--- src/rtl/regfile_mp.sv ---
// Multi-port register file: NRD registered read ports with write bypass, two
// prioritised write ports, optional hardwired zero register and a pending-write scoreboard.
module regfile_mp #(
    parameter int WIDTH    = 32,
    parameter int DEPTH    = 32,
    parameter int AW       = 5,
    parameter int NRD      = 2,
    parameter int ZERO_REG = 1
) (
    input  logic                 clk,
    input  logic                 rst,
    input  logic [NRD-1:0]       re,
    input  logic [NRD*AW-1:0]    raddr,
    output logic [NRD*WIDTH-1:0] rdata,
    output logic [NRD-1:0]       rpend,
    input  logic                 we0,
    input  logic [AW-1:0]        waddr0,
    input  logic [WIDTH-1:0]     wdata0,
    input  logic                 we1,
    input  logic [AW-1:0]        waddr1,
    input  logic [WIDTH-1:0]     wdata1,
    input  logic                 mark_en,
    input  logic [AW-1:0]        mark_addr,
    output logic                 pend_any
);

    localparam logic HAS_ZERO = (ZERO_REG != 0);

    logic [WIDTH-1:0] mem [DEPTH];
    logic [DEPTH-1:0] pending;
    logic [DEPTH-1:0] pend_nxt;
    logic             we0_eff;
    logic             we1_eff;
    logic             mark_eff;

    // Anything aimed at the zero register is dropped before it reaches state.
    assign we0_eff  = we0     && !(HAS_ZERO && (waddr0 == '0));
    assign we1_eff  = we1     && !(HAS_ZERO && (waddr1 == '0));
    assign mark_eff = mark_en && !(HAS_ZERO && (mark_addr == '0));

    // A new mark supersedes a retiring producer on the same register.
    always_comb begin
        pend_nxt = pending;
        if (we0_eff) pend_nxt[waddr0] = 1'b0;
        if (we1_eff) pend_nxt[waddr1] = 1'b0;
        if (mark_eff) pend_nxt[mark_addr] = 1'b1;
    end

    always_ff @(posedge clk or negedge rst) begin
        if (!rst) begin
            for (int i = 0; i < DEPTH; i++) mem[i] <= '0;
            pending <= '0;
        end else begin
            if (we0_eff) mem[waddr0] <= wdata0;
            if (we1_eff) mem[waddr1] <= wdata1;
            pending <= pend_nxt;
        end
    end

    assign pend_any = |pending;

    for (genvar k = 0; k < NRD; k++) begin : g_rd
        logic [AW-1:0]    ra;
        logic [WIDTH-1:0] byp_d;
        logic             byp_p;
        logic [WIDTH-1:0] q_d;
        logic             q_p;

        assign ra = raddr[k*AW +: AW];

        // Port 1 is applied last so it wins an equal-address collision.
        always_comb begin
            byp_d = mem[ra];
            byp_p = pend_nxt[ra];
            if (we0_eff && (waddr0 == ra)) byp_d = wdata0;
            if (we1_eff && (waddr1 == ra)) byp_d = wdata1;
            if (HAS_ZERO && (ra == '0)) begin
                byp_d = '0;
                byp_p = 1'b0;
            end
        end

        always_ff @(posedge clk or negedge rst) begin
            if (!rst) begin
                q_d <= '0;
                q_p <= 1'b0;
            end else if (re[k]) begin
                q_d <= byp_d;
                q_p <= byp_p;
            end
        end

        assign rdata[k*WIDTH +: WIDTH] = q_d;
        assign rpend[k]                = q_p;
    end

endmodule

--- config.mk ---
export PLATFORM = sky130hd
export DESIGN_NAME = regfile_mp
export DESIGN_NICKNAME = d
export VERILOG_FILES = /design/src/rtl/regfile_mp.sv
export SDC_FILE = /design/constraint.sdc
export NUM_CORES = 2
export LEC_CHECK = 0
export ABC_AREA = 1
export BUFFER_PORTS_ARGS = -buffer_cell sky130_fd_sc_hd__buf_2
export CAP_MARGIN = 20
export CELL_PAD_IN_SITES_DETAIL_PLACEMENT = 0
export CELL_PAD_IN_SITES_GLOBAL_PLACEMENT = 2
export CORE_MARGIN = 2
export CORE_UTILIZATION = 37
export DETAILED_ROUTE_END_ITERATION = 10
export HOLD_SLACK_MARGIN = 0.08
export MAX_ROUTING_LAYER = met4
export PLACE_DENSITY = 0.85
export SKIP_LAST_GASP = 1
export SYNTH_ARGS = -nofsm -noshare
export SYNTH_HDL_FRONTEND = slang
export SYNTH_SLANG_ARGS = --single-unit
--- constraint.sdc ---
create_clock -name clk -period 1.5 [get_ports clk]
set_input_delay 0 -clock clk [delete_from_list [all_inputs] [get_ports clk]]
set_output_delay 0 -clock clk [all_outputs]
set_load 0.05 [all_outputs]
==> out/metrics.yaml <==
global_route:
  grtUsageTotal_pct: 46.36
  grt_overflow_total: 0
  grt_max_degree: 93
  grt_pass1_wl_um: 612300
  grt_pass1_vias: 77617
  antenna_found_initial: 30
min_path:
  min_path_type: "input port to flip-flop"
floorplanning:
  rows: 158
  dieArea_um2: 191100
  core_um2: 186000
  die_w_um: 437.2
  ios: 163
  die_h_um: 437.2
  start_util_pct: 37.32
synth:
  async_reset_ff_share_pct: 100.0
  ys_seq_area_share_pct: 40.44
  synth_top_area_share_pct: 40.44
  yosysWarnings: 0
  synth_area_leaders: "dfrtp_1, o21ai_0, a21oi_1"
  synth-seq-cells: 1122
  synthFlopType: "dfrtp_1"
  synth_edf_count: 0
  syn_nets: 9629
  postSynthAreaPerCell_um2: 7.283
  synthesis.area_um2: 69430
  synth.distinct_cells: 41
  synth_top_cell_by_area: "dfrtp_1"
  synthCells: 9533
job:
  drv_cap: 0
cts:
  cts_inserted_buffers: 142
  root_buffer: "clkbuf_16"
  cts_tree: "yes"
  clk_pin_slew_ns: 0.06
  cts_max_path_buffers: 3
  cts_max_level: 4
  insertion_delay_ns: 0.83
  clock_sinks: 1122
route:
  wl_um: 445300
  dr_total_vias: 83365
  drtPass1Iterations: 9
  antenna_left: 0
  drc: 0
  avgRoutedWirePerCell_um: 34.62
  vias_per_cell: 6.481
  drt_iter0_drc: 12609
placed_design:
  pre_cts_ws_ns: -0.7396
  hpwlAfterDp_um: 313500
  place.gp.congestion: 1.066
  io_buffers: 162
  place_inst: 12423
setup_path:
  cp-end-kind: "primary output"
  path_class: "flip-flop to primary output"
  startpoint_type: "flip-flop"
  cp.arrival_ns: 2.55
  cp.required_ns: 1.50
  crit_fanout: 2
sta:
  min_period_over_period_pct: 170.0
  drv_slew: 0
  rsz0062_at_grt: "yes"
  worst_pin_slew_ns: 1.058
  whs_ns: -0.06743
  final.min_clock_period_ns: 2.550
  slew_headroom_pct: 29.12
  clock_skew_ns: 0.04433
  setup_tns_ns: -35.89
  layout_setup_ws_ns: -1.050
  fmax_mhz: 392.2
  setup_viol: 261
  final-hold-violation-count: 3
layout:
  areaGrowthSynthToFinish_pct: 31.57
  final_cells: 12863
  utilization_pct: 49.10
  final_nets: 10335
  drive_gt1_share_pct: 21.58
status:
  status: "complete, but fails checks"
  violations: "hold timing, setup timing"
power_and_ir_drop:
  p_total_mw: 117.0
  power_density_nw_per_um2: 1281
  power_leakage_nw: 40.81
  peakVddDrop_mv: 1.255
cell families (layout without fill, tap and decap cells):
| logic type | Yosys count | count (layout) | share of synthesized area, % |
|---|---|---|---|
| buffers and inverters | 1548 | 2368 | 8.865 |
| flip-flops | 1122 | 1122 | 40.44 |
| AND/OR/NAND/NOR | 2773 | 2773 | 16.37 |
| other | 0 | 30 | 0 |
| XOR/XNOR | 18 | 18 | 0.2271 |
| AO/OA/AOI/OAI | 3826 | 3826 | 30.55 |
| multiplexers | 246 | 246 | 3.547 |
synth_stat cells, drive strengths merged, types with 2 or more instances:
library cell,instances
o22ai,652
xnor2,4
dfrtp,1122
mux2i,246
o21ai,1831
o31ai,2
a31oi,34
nor2,1122
a211oi,40
a22oi,11
a21oi,848
xor2,14
clkinv,19
nand3,482
inv,463
nand2,1069
nor4,11
o211ai,341
nor3,4
o21a,30
clkbuf,817
buf,249
a221oi,35
nand4,84
per-stage QoR:
step	hold WS (ns)	area, µm²
after global placement	-0.07466	82550
final	-0.06743	91350
after floorplan	-0.2956	69430
after detailed placement	-0.07604	82550
after global routing	-0.01809	91320
after CTS	-0.08752	90190
cell usage in the layout, fill, tap and decap left out, drive strengths merged, types with 34 or more instances in the layout:
cell type	Yosys	final
a31oi	34	34
o22ai	652	652
nand4	84	84
nor2	1122	1122
o21ai	1831	1831
o211ai	341	341
a211oi	40	40
a221oi	35	35
dlygate4sd3	0	128
clkinv	19	46
inv	463	465
clkbuf	817	222
nand3	482	482
a21oi	848	848
buf	249	1492
mux2i	246	246
nand2	1069	1069
dfrtp	1122	1122
where the power goes:
group	total (mW)	switching, mW	leakage [nW]	internal [mW]
combinational	35.4	20.7	24.9	14.7
sequential	44.7	6.62	13.5	38.1
clock	36.9	15.3	2.39	21.5
cell type report:
cell class	count	area (µm²)
inverter	482	1844
clock buffer	216	4319
tap	2480	3103
timing repair buffer	1628	16060
sequential	1122	28120
multi-input combinational	6863	37320
clock inverter	42	504.2
antenna	30	75.07
fill	18092	94680
layer usage:
layer / up-vias / routed length [µm] / track usage [%]
li1: 34888 / - / -
met1: 40365 / 165100 / 56.43
met2: 6359 / 183100 / 64.79
met3: 1753 / 51470 / 11.29
met4: 0 / 45610 / 38.03
met5: - / 0 / -
path summary, 6_finish.rpt:
kind                             startpoint              end  slack, ns  depth (start not counted)
worst min register to register    mem[1009]        mem[1009]       0.38                          0
min in group asynchronous               rst         mem[591]       0.43                          4
worst max register to register     mem[406]  g_rd[1].q_d[22]      -0.48                          6
worst min-delay path              waddr0[2]      pending[25]      -0.07                          7
worst max-delay path            pending[30]         pend_any      -1.05                          5
max in group asynchronous               rst  g_rd[1].q_d[27]       0.09                          6
timing repair:
action	CTS	global route
hold buffers	121	23
endpoints found under the setup margin	116	974
resized for setup	516	325
gates cloned	0	2
pin swaps	234	316
setup buffers	11	19
hold endpoints to repair	2211	38
worst max-delay path: stages (launching register included):
cell and delay [ns]:
dfrtp_1 0.40, nor4_2 0.30, buf_4 0.18, nand4_1 0.12, or4_4 0.57, buf_6 0.18
flip-flops by register name, summed over array words and instances (netlist names):
register,count
mem,1024
g_rd.q_d,64
g_rd.q_p,2
pending,32
(Power assumes the default switching activity.)
